--- src/rtl/corelet_ctrl.sv ---
// Tile sequencer for one corelet: emits the 35-bit inst word plus xmem/pmem strobes for WS and OS passes.
// Optional `CORELET_CTRL_PERF_EN adds a saturating stall_cnt output.
module corelet_ctrl #(
  parameter int row     = 8,
  parameter int col     = 8,
  parameter int addr_bw = 11,
  parameter int cnt_bw  = 8,
  parameter int W_BASE  = 1024
) (
  input  logic               clk,
  input  logic               reset,
  input  logic               start,
  input  logic               mode,
  input  logic [cnt_bw-1:0]  n_act,
  input  logic [cnt_bw-1:0]  n_kij,
  input  logic               l0_full,
  input  logic               ofifo_valid,
  output logic [34:0]        inst,
  output logic               xmem_cen,
  output logic [addr_bw-1:0] xmem_addr,
  output logic               pmem_cen,
  output logic               pmem_wen,
  output logic [addr_bw-1:0] pmem_addr,
  output logic               busy,
  output logic               done
`ifdef CORELET_CTRL_PERF_EN
  ,output logic [31:0]       stall_cnt
`endif
);

  typedef enum logic [3:0] {
    S_IDLE, S_W_LD, S_K_LD, S_K_GAP, S_A_LD, S_EXEC,
    S_DRAIN, S_ACC_RD, S_ACC_WAIT, S_ACC_WB, S_DONE
  } state_t;

  localparam logic [cnt_bw-1:0]  ONE_C    = cnt_bw'(1);
  localparam logic [cnt_bw-1:0]  COL_C    = cnt_bw'(col);
  localparam logic [cnt_bw-1:0]  COL_LAST = cnt_bw'(col - 1);
  localparam logic [cnt_bw-1:0]  GAP_LAST = cnt_bw'(row + col - 1);
  localparam logic [addr_bw-1:0] W_BASE_A = addr_bw'(W_BASE);
  localparam logic [addr_bw-1:0] COL_A    = addr_bw'(col);

  function automatic logic [addr_bw-1:0] ext_addr(input logic [cnt_bw-1:0] v);
    return addr_bw'(v);
  endfunction

  state_t             state_q, state_n;
  logic [cnt_bw-1:0]  idx_q, idx_n;
  logic [cnt_bw-1:0]  kij_q, kij_n;
  logic [cnt_bw-1:0]  o_q, o_n;
  logic [cnt_bw-1:0]  n_act_q, n_act_n;
  logic [cnt_bw-1:0]  n_kij_q, n_kij_n;
  logic               mode_q, mode_n;
  logic [addr_bw-1:0] wbase_q, wbase_n;
  logic [addr_bw-1:0] pbase_q, pbase_n;
  logic [addr_bw-1:0] aaddr_q, aaddr_n;
  logic [addr_bw-1:0] pend_q, pend_n;

  logic [34:0]        inst_p0;
  logic               xmem_cen_p0;
  logic [addr_bw-1:0] xmem_addr_p0;
  logic               pmem_cen_p0;
  logic               pmem_wen_p0;
  logic [addr_bw-1:0] pmem_addr_p0;
  logic               done_p0;
  logic               busy_p0;

  always_ff @(posedge clk) begin
    if (reset) begin
      state_q <= S_IDLE;
      idx_q   <= '0;
      kij_q   <= '0;
      o_q     <= '0;
      n_act_q <= '0;
      n_kij_q <= '0;
      mode_q  <= 1'b0;
      wbase_q <= '0;
      pbase_q <= '0;
      aaddr_q <= '0;
      pend_q  <= '0;
    end else begin
      state_q <= state_n;
      idx_q   <= idx_n;
      kij_q   <= kij_n;
      o_q     <= o_n;
      n_act_q <= n_act_n;
      n_kij_q <= n_kij_n;
      mode_q  <= mode_n;
      wbase_q <= wbase_n;
      pbase_q <= pbase_n;
      aaddr_q <= aaddr_n;
      pend_q  <= pend_n;
    end
  end

  // Each cycle decides the strobes for the next cycle; single-cycle-latency
  // follow-ups (l0_wr, pmem drain write, sfp acc) are derived from the
  // strobes currently on the outputs.
  always_comb begin
    state_n = state_q;
    idx_n   = idx_q;
    kij_n   = kij_q;
    o_n     = o_q;
    n_act_n = n_act_q;
    n_kij_n = n_kij_q;
    mode_n  = mode_q;
    wbase_n = wbase_q;
    pbase_n = pbase_q;
    aaddr_n = aaddr_q;
    pend_n  = pend_q;

    inst_p0      = '0;
    inst_p0[2]   = ~xmem_cen;
    inst_p0[33]  = ~pmem_cen & pmem_wen;
    xmem_cen_p0  = 1'b1;
    xmem_addr_p0 = '0;
    pmem_cen_p0  = ~inst[6];
    pmem_wen_p0  = ~inst[6];
    pmem_addr_p0 = inst[6] ? pend_q : '0;
    done_p0      = 1'b0;

    unique case (state_q)
      S_IDLE: begin
        if (start) begin
          mode_n  = mode;
          n_act_n = n_act;
          n_kij_n = n_kij;
          kij_n   = '0;
          idx_n   = '0;
          o_n     = '0;
          wbase_n = W_BASE_A;
          pbase_n = '0;
          aaddr_n = '0;
          if (n_act == '0 || (!mode && n_kij == '0)) begin
            done_p0 = 1'b1;
          end else begin
            state_n = mode ? S_A_LD : S_W_LD;
            if (!l0_full) begin
              xmem_cen_p0  = 1'b0;
              xmem_addr_p0 = mode ? '0 : W_BASE_A;
              idx_n        = ONE_C;
            end
          end
        end
      end
      S_W_LD: begin
        if (idx_q < COL_C) begin
          if (!l0_full) begin
            xmem_cen_p0  = 1'b0;
            xmem_addr_p0 = wbase_q + ext_addr(idx_q);
            idx_n        = idx_q + ONE_C;
          end
        end else begin
          state_n = S_K_LD;
          idx_n   = '0;
        end
      end
      S_K_LD: begin
        inst_p0[3] = 1'b1;
        inst_p0[0] = 1'b1;
        if (idx_q == COL_LAST) begin
          state_n = S_K_GAP;
          idx_n   = '0;
        end else begin
          idx_n = idx_q + ONE_C;
        end
      end
      S_K_GAP: begin
        if (idx_q == GAP_LAST) begin
          state_n = S_A_LD;
          idx_n   = '0;
        end else begin
          idx_n = idx_q + ONE_C;
        end
      end
      S_A_LD: begin
        if (idx_q < n_act_q) begin
          if (!l0_full) begin
            xmem_cen_p0  = 1'b0;
            xmem_addr_p0 = ext_addr(idx_q);
            idx_n        = idx_q + ONE_C;
          end
        end else begin
          state_n = S_EXEC;
          idx_n   = '0;
        end
      end
      S_EXEC: begin
        inst_p0[3] = 1'b1;
        inst_p0[1] = 1'b1;
        if (idx_q == n_act_q - ONE_C) begin
          state_n = S_DRAIN;
          idx_n   = '0;
        end else begin
          idx_n = idx_q + ONE_C;
        end
      end
      S_DRAIN: begin
        if (idx_q < n_act_q) begin
          if (ofifo_valid) begin
            inst_p0[6] = 1'b1;
            pend_n     = pbase_q + ext_addr(idx_q);
            idx_n      = idx_q + ONE_C;
          end
        end else if (mode_q) begin
          state_n = S_DONE;
        end else if (({1'b0, kij_q} + (cnt_bw+1)'(1)) < {1'b0, n_kij_q}) begin
          state_n = S_W_LD;
          kij_n   = kij_q + ONE_C;
          wbase_n = wbase_q + COL_A;
          pbase_n = pbase_q + ext_addr(n_act_q);
          idx_n   = '0;
        end else begin
          state_n = S_ACC_RD;
          idx_n   = '0;
          o_n     = '0;
          aaddr_n = '0;
        end
      end
      // aaddr walks k*n_act+o; after n_kij reads it lands on the write-back slot.
      S_ACC_RD: begin
        pmem_cen_p0  = 1'b0;
        pmem_wen_p0  = 1'b1;
        pmem_addr_p0 = aaddr_q;
        aaddr_n      = aaddr_q + ext_addr(n_act_q);
        if (idx_q == n_kij_q - ONE_C) begin
          state_n = S_ACC_WAIT;
          idx_n   = '0;
        end else begin
          idx_n = idx_q + ONE_C;
        end
      end
      S_ACC_WAIT: begin
        state_n = S_ACC_WB;
      end
      S_ACC_WB: begin
        pmem_cen_p0  = 1'b0;
        pmem_wen_p0  = 1'b0;
        pmem_addr_p0 = aaddr_q;
        if (o_q == n_act_q - ONE_C) begin
          state_n = S_DONE;
        end else begin
          state_n = S_ACC_RD;
          o_n     = o_q + ONE_C;
          aaddr_n = ext_addr(o_q + ONE_C);
        end
      end
      S_DONE: begin
        done_p0 = 1'b1;
        state_n = S_IDLE;
      end
      default: begin
        state_n = S_IDLE;
      end
    endcase

    busy_p0     = (state_n != S_IDLE);
    inst_p0[34] = mode_n & busy_p0;
  end

  // Output register stage
  always_ff @(posedge clk) begin
    if (reset) begin
      inst      <= '0;
      xmem_cen  <= 1'b1;
      xmem_addr <= '0;
      pmem_cen  <= 1'b1;
      pmem_wen  <= 1'b1;
      pmem_addr <= '0;
      busy      <= 1'b0;
      done      <= 1'b0;
    end else begin
      inst      <= inst_p0;
      xmem_cen  <= xmem_cen_p0;
      xmem_addr <= xmem_addr_p0;
      pmem_cen  <= pmem_cen_p0;
      pmem_wen  <= pmem_wen_p0;
      pmem_addr <= pmem_addr_p0;
      busy      <= busy_p0;
      done      <= done_p0;
    end
  end

`ifdef CORELET_CTRL_PERF_EN
  function automatic logic [31:0] sat_inc32(input logic [31:0] v);
    return (v == '1) ? v : v + 32'd1;
  endfunction

  logic stall_now;

  always_comb begin
    stall_now = 1'b0;
    if (state_q == S_W_LD && idx_q < COL_C && l0_full)           stall_now = 1'b1;
    if (state_q == S_A_LD && idx_q < n_act_q && l0_full)         stall_now = 1'b1;
    if (state_q == S_DRAIN && idx_q < n_act_q && !ofifo_valid)   stall_now = 1'b1;
  end

  always_ff @(posedge clk) begin
    if (reset) begin
      stall_cnt <= '0;
    end else if (state_q == S_IDLE && start) begin
      stall_cnt <= '0;
    end else if (stall_now) begin
      stall_cnt <= sat_inc32(stall_cnt);
    end
  end
`endif

endmodule
--- config.mk ---
export PLATFORM = sky130hd
export DESIGN_NAME = corelet_ctrl
export DESIGN_NICKNAME = d
export VERILOG_FILES = /design/src/rtl/corelet_ctrl.sv
export SDC_FILE = /design/constraint.sdc
export NUM_CORES = 1
export LEC_CHECK = 0
export BUFFER_PORTS_ARGS = -buffer_cell sky130_fd_sc_hd__buf_4
export CAP_MARGIN = 20
export CORE_UTILIZATION = 54
export DETAILED_ROUTE_END_ITERATION = 10
export HOLD_SLACK_MARGIN = 0.15
export PLACE_DENSITY = 0.77
export SETUP_SLACK_MARGIN = 0.5
export SYNTH_ARGS = -nofsm -noshare
export SYNTH_HDL_FRONTEND = slang
export SYNTH_SLANG_ARGS = --single-unit
--- constraint.sdc ---
create_clock -name clk -period 3.04 [get_ports clk]
set_clock_uncertainty 0.05 [all_clocks]
set_input_delay 0.456 -clock clk [delete_from_list [all_inputs] [get_ports clk]]
set_output_delay 0.456 -clock clk [all_outputs]
set_load 0.02 [all_outputs]
==> flow_results.xml <==
<?xml version="1.0" encoding="UTF-8"?>
<metrics>
  <group name="layout">
    <metric name="fin_nets" unit="">1168</metric>
    <metric name="diodes" unit="">0</metric>
    <metric name="number_of_fill_cells" unit="">979</metric>
    <metric name="layout-drive-gt1-share" unit="%">26.81</metric>
    <metric name="syn_to_final_growth" unit="%">30.09</metric>
  </group>
  <group name="timing">
    <metric name="final_layout_setup_total_negative_slack" unit="ns">-0.2752</metric>
    <metric name="slew_headroom" unit="%">61.33</metric>
    <metric name="rsz_0062_raised_after_global_routing" unit="">true</metric>
    <metric name="hold_viol_final" unit="">0</metric>
    <metric name="timing.hold.ws" unit="ns">0.2398</metric>
    <metric name="max_slew.worst_pin.slew" unit="ns">0.5749</metric>
    <metric name="report.final.setup_viol" unit="">11</metric>
    <metric name="worst_slack" unit="ns">-0.04848</metric>
    <metric name="slew_viol_final" unit="">0</metric>
    <metric name="fmax" unit="GHz">0.3238</metric>
    <metric name="post-route-period-util" unit="%">101.6</metric>
    <metric name="finalWorstPathRequiredPeriod" unit="ns">3.088</metric>
  </group>
  <group name="setup_path">
    <metric name="critical_path.cell_chain" unit="">nand3_2, or2_4, inv_2, nand3_4, xnor2_2, ha_1, and3_4, o2111ai_2, a21oi_1, buf_4, o32ai_4, buf_4, buf_6, buf_4, nor2_4, nand2_1, a21oi_1</metric>
    <metric name="worstPathMaxFanout" unit="">7</metric>
    <metric name="rr_endpoint" unit="">aaddr_q[5]</metric>
    <metric name="setup.worst_path.start_class" unit="">flip-flop</metric>
    <metric name="timing.critical_path.slowest_stage_cell" unit="">dfxtp_2</metric>
    <metric name="r2r_cells" unit="">17</metric>
    <metric name="timing.critical_path.arrival" unit="ns">3.39</metric>
    <metric name="path_common_cell" unit="">buf_4</metric>
    <metric name="crit_required" unit="ns">3.34</metric>
    <metric name="critical_path.endpoint_type" unit="">flip-flop</metric>
    <metric name="crit_family" unit="">simple AND/OR/NAND/NOR gates</metric>
    <metric name="reg2reg_from" unit="">kij_q[0]</metric>
    <metric name="critical_path_class" unit="">reg -&gt; reg</metric>
    <metric name="regToRegSetupSlack" unit="ns">-0.05</metric>
    <metric name="cp_num_buf_inv" unit="">5</metric>
    <metric name="crit_path_max_incr_delay" unit="ns">0.35</metric>
  </group>
  <group name="synthesis">
    <metric name="async_flop_share" unit="%">0</metric>
    <metric name="synth_top_area_cell" unit="">dfxtp_1</metric>
    <metric name="yosys_warnings" unit="">0</metric>
    <metric name="synth.top_cells.by_area" unit="">dfxtp_1 (31%), ha_1 (8.3%), nand2_1 (6.7%)</metric>
    <metric name="synth_edf_count" unit="">0</metric>
    <metric name="post_synth_instance_area" unit="µm²">7655</metric>
    <metric name="flops_latches_synth" unit="">120</metric>
    <metric name="syn-mean-instance-area" unit="µm²">7.990</metric>
    <metric name="distinct_cells_synth" unit="">72</metric>
    <metric name="post_syn_instances" unit="">958</metric>
    <metric name="yosysTopAreaCellShare" unit="%">31.38</metric>
    <metric name="yosysSeqAreaShare" unit="%">31.38</metric>
    <metric name="synthFlopType" unit="">dfxtp_1</metric>
  </group>
  <group name="clocking">
    <metric name="tritoncts" unit="">yes</metric>
    <metric name="cts.sinks" unit="">120</metric>
    <metric name="cts_made_buffers" unit="">17</metric>
    <metric name="cts.clk_slew.worst_paths" unit="ns">0.06</metric>
    <metric name="cts_root_buf" unit="">clkbuf_16</metric>
    <metric name="clockBufferDepth" unit="">2</metric>
    <metric name="clock_tree.htree_level_count" unit="">4</metric>
    <metric name="insertion_delay" unit="ns">0.43</metric>
  </group>
  <group name="placement">
    <metric name="post-place-ws" unit="ns">-0.06119</metric>
    <metric name="dpl.hpwl" unit="µm">15700</metric>
    <metric name="gp_congestion" unit="">0.9265</metric>
    <metric name="port_buffers" unit="">55</metric>
  </group>
  <group name="route">
    <metric name="drt-wirelength-per-cell" unit="µm">18.96</metric>
    <metric name="dr_pass1_iterations" unit="">7</metric>
    <metric name="antenna_violating_nets_post_route" unit="">0</metric>
    <metric name="vias_per_cell" unit="">6.114</metric>
    <metric name="vias" unit="">7850</metric>
    <metric name="first_iter_violations" unit="">692</metric>
    <metric name="drcViolationCount" unit="">0</metric>
    <metric name="totalWireLength" unit="µm">24350</metric>
  </group>
  <group name="worst_hold_path">
    <metric name="whs_endpoint" unit="">n_kij_q[3]</metric>
    <metric name="min_from" unit="">n_kij[3]</metric>
    <metric name="worst_hold_path_type" unit="">in -&gt; reg</metric>
    <metric name="worst_hold_path.num_cells" unit="">3</metric>
  </group>
  <group name="die">
    <metric name="design.core.area" unit="µm²">13880</metric>
    <metric name="die_y" unit="µm">121.1</metric>
    <metric name="die_area" unit="µm²">14660</metric>
    <metric name="io_pins" unit="">84</metric>
    <metric name="die_w" unit="µm">121.1</metric>
    <metric name="initial_cell_density_of_the_core" unit="%">55.15</metric>
    <metric name="std_cell_rows" unit="">43</metric>
  </group>
  <group name="global_route">
    <metric name="number_of_global_route_vias_before_repair" unit="">7215</metric>
    <metric name="initial_antenna_violation_count" unit="">0</metric>
    <metric name="grt_first_pass_wirelength" unit="µm">35850</metric>
    <metric name="largest_net_degree_at_the_start_of_global_routing" unit="">38</metric>
    <metric name="grt_overflow" unit="">0</metric>
    <metric name="aggregate_global_route_resource_usage" unit="%">31.60</metric>
  </group>
  <group name="power_and_ir_drop">
    <metric name="p_per_area" unit="nW/µm²">504.6</metric>
    <metric name="leakagePower" unit="nW">4.143</metric>
    <metric name="ir_worst_vdd" unit="V">0.0004325</metric>
  </group>
  <group name="outcome">
    <metric name="run_status" unit="">finished with violations</metric>
    <metric name="failed_checks" unit="">negative setup slack</metric>
  </group>
  <group name="flow_run">
    <metric name="max_cap_violations" unit="">0</metric>
  </group>
</metrics>
[cell usage after synthesis, types with 7 or more instances]
master and number:
nand2_1 136, dfxtp_1 120, a21oi_1 80, nor2_1 76
ha_1 51, xnor2_1 44, clkbuf_1 39, xor2_1 34
inv_1 32, buf_4 28, o21ai_0 27, nand3_1 24
nor3_1 20, a31oi_1 18, nor2b_1 17, nand2b_1 15
o211ai_1 14, a211oi_1 12, nand4_1 12, a21o_1 11
a22oi_1 11, and3_1 10, nor4_1 10, or3_1 10
and2_1 8, nor3b_1 8, o21bai_1 8, a211oi_2 7
a21boi_0 7
[stage by stage]
| step | utilization, % | cell area (µm²) | instances | power [mW] |
|---|---|---|---|---|
| 3_5_place_dp | 61.65 | 8557 | 1210 | 2.645 |
| 6_report | 71.74 | 9958 | 1284 | 5.025 |
| 2_1_floorplan | - | 7853 | 985 | 2.403 |
| 5_1_grt | 71.74 | 9958 | 1284 | 5.182 |
| 4_1_cts | 68.49 | 9507 | 1262 | 4.852 |
| 3_3_place_gp | 61.65 | 8557 | 1210 | 2.629 |
[final cells by class]
type	count	area (µm²)	share of cell area (%)
well taps	180	225.2	2.262
multi-input cells	764	5325	53.47
clock inverters	8	145.1	1.457
flip-flops and latches	120	2422	24.32
inverters	32	120.1	1.206
clock buffers	23	467.9	4.699
repair buffers	157	1252	12.58
[worst max-delay path by stage]
stage,startpoint,endpoint,slack (ns),cells past startpoint
floorplan,kij_q[2],pbase_q[10],0.13,14
global placement,kij_q[0],inst[34],0.02,15
detailed placement,kij_q[0],inst[34],-0.06,14
CTS,kij_q[0],aaddr_q[5],0.04,16
global route,kij_q[1],aaddr_q[3],-0.20,17
finish,kij_q[0],aaddr_q[5],-0.05,17
[layer usage]
| layer | GRT usage (%) | up-vias | share of wire, % |
|---|---|---|---|
| met5 | 0 | - | 0 |
| met4 | 16.59 | 0 | 4.8 |
| met3 | 6.814 | 108 | 9.1 |
| met2 | 50.14 | 460 | 45 |
| met1 | 40.08 | 3679 | 41 |
| li1 | - | 3603 | - |
[cells by family after synthesis]
group                    Yosys count  synth area share, %
multiplexers                       2               0.2779
flip-flops                       120                31.38
AND/OR/NAND/NOR                  365                22.79
adder cells (fa/ha/maj)           54                9.121
XOR/XNOR                          79                9.219
buffers and inverters            104                6.587
other                              1              0.04899
AO/OA/AOI/OAI                    233                20.58
[repair_timing]
item | CTS | global route
cloned | 3 | 0
gates resized for setup | 47 | 72
pin swaps | 37 | 37
setup buffers | 18 | 21
hold buffers | 0 | 0
endpoints found under the setup margin | 60 | 64
[cell usage in the layout, fill, tap and decap left out, types with 7 or more instances in the layout]
master / n
conb_1: 28
inv_1: 30
buf_4: 140
a21oi_2: 8
o211ai_1: 14
nor3b_1: 7
or3_1: 10
xnor2_1: 41
dfxtp_1: 108
xor2_1: 34
o21bai_1: 7
a211oi_2: 10
o21ai_1: 7
nor2_4: 10
a21o_1: 11
nor3_1: 16
dfxtp_2: 10
nand2_1: 130
nor2b_1: 17
a211oi_1: 9
nor4_1: 8
a31oi_1: 17
a21oi_1: 72
nand4_1: 12
nor2_1: 63
ha_1: 48
clkbuf_16: 17
nand2b_1: 15
and2_1: 8
buf_6: 13
a22oi_1: 11
o21ai_0: 18
and3_1: 9
nand3_1: 19
[registers in the layout (all words and copies together), names as in the netlist, 4 cells and up]
signal,cells
o_q,8
n_kij_q,8
wbase_q,8
inst,7
xmem_addr,11
idx_q,8
state_q,4
kij_q,8
n_act_q,8
aaddr_q,11
pbase_q,11
pmem_addr,11
pend_q,11
[worst min-delay path: cells and delay by family]
family	cells	cell delay [ns]
buffers and inverters	1	0.11
and+or+nand+nor	1	0.05
AOI/OAI and AO/OA	1	0.05
[where the power goes]
part	switching (mW)	internal, mW
Combinational	0.695	0.501
Sequential	0.0718	1.63
Clock	0.721	1.41
Note: power is estimated with default switching activity, not from simulation.
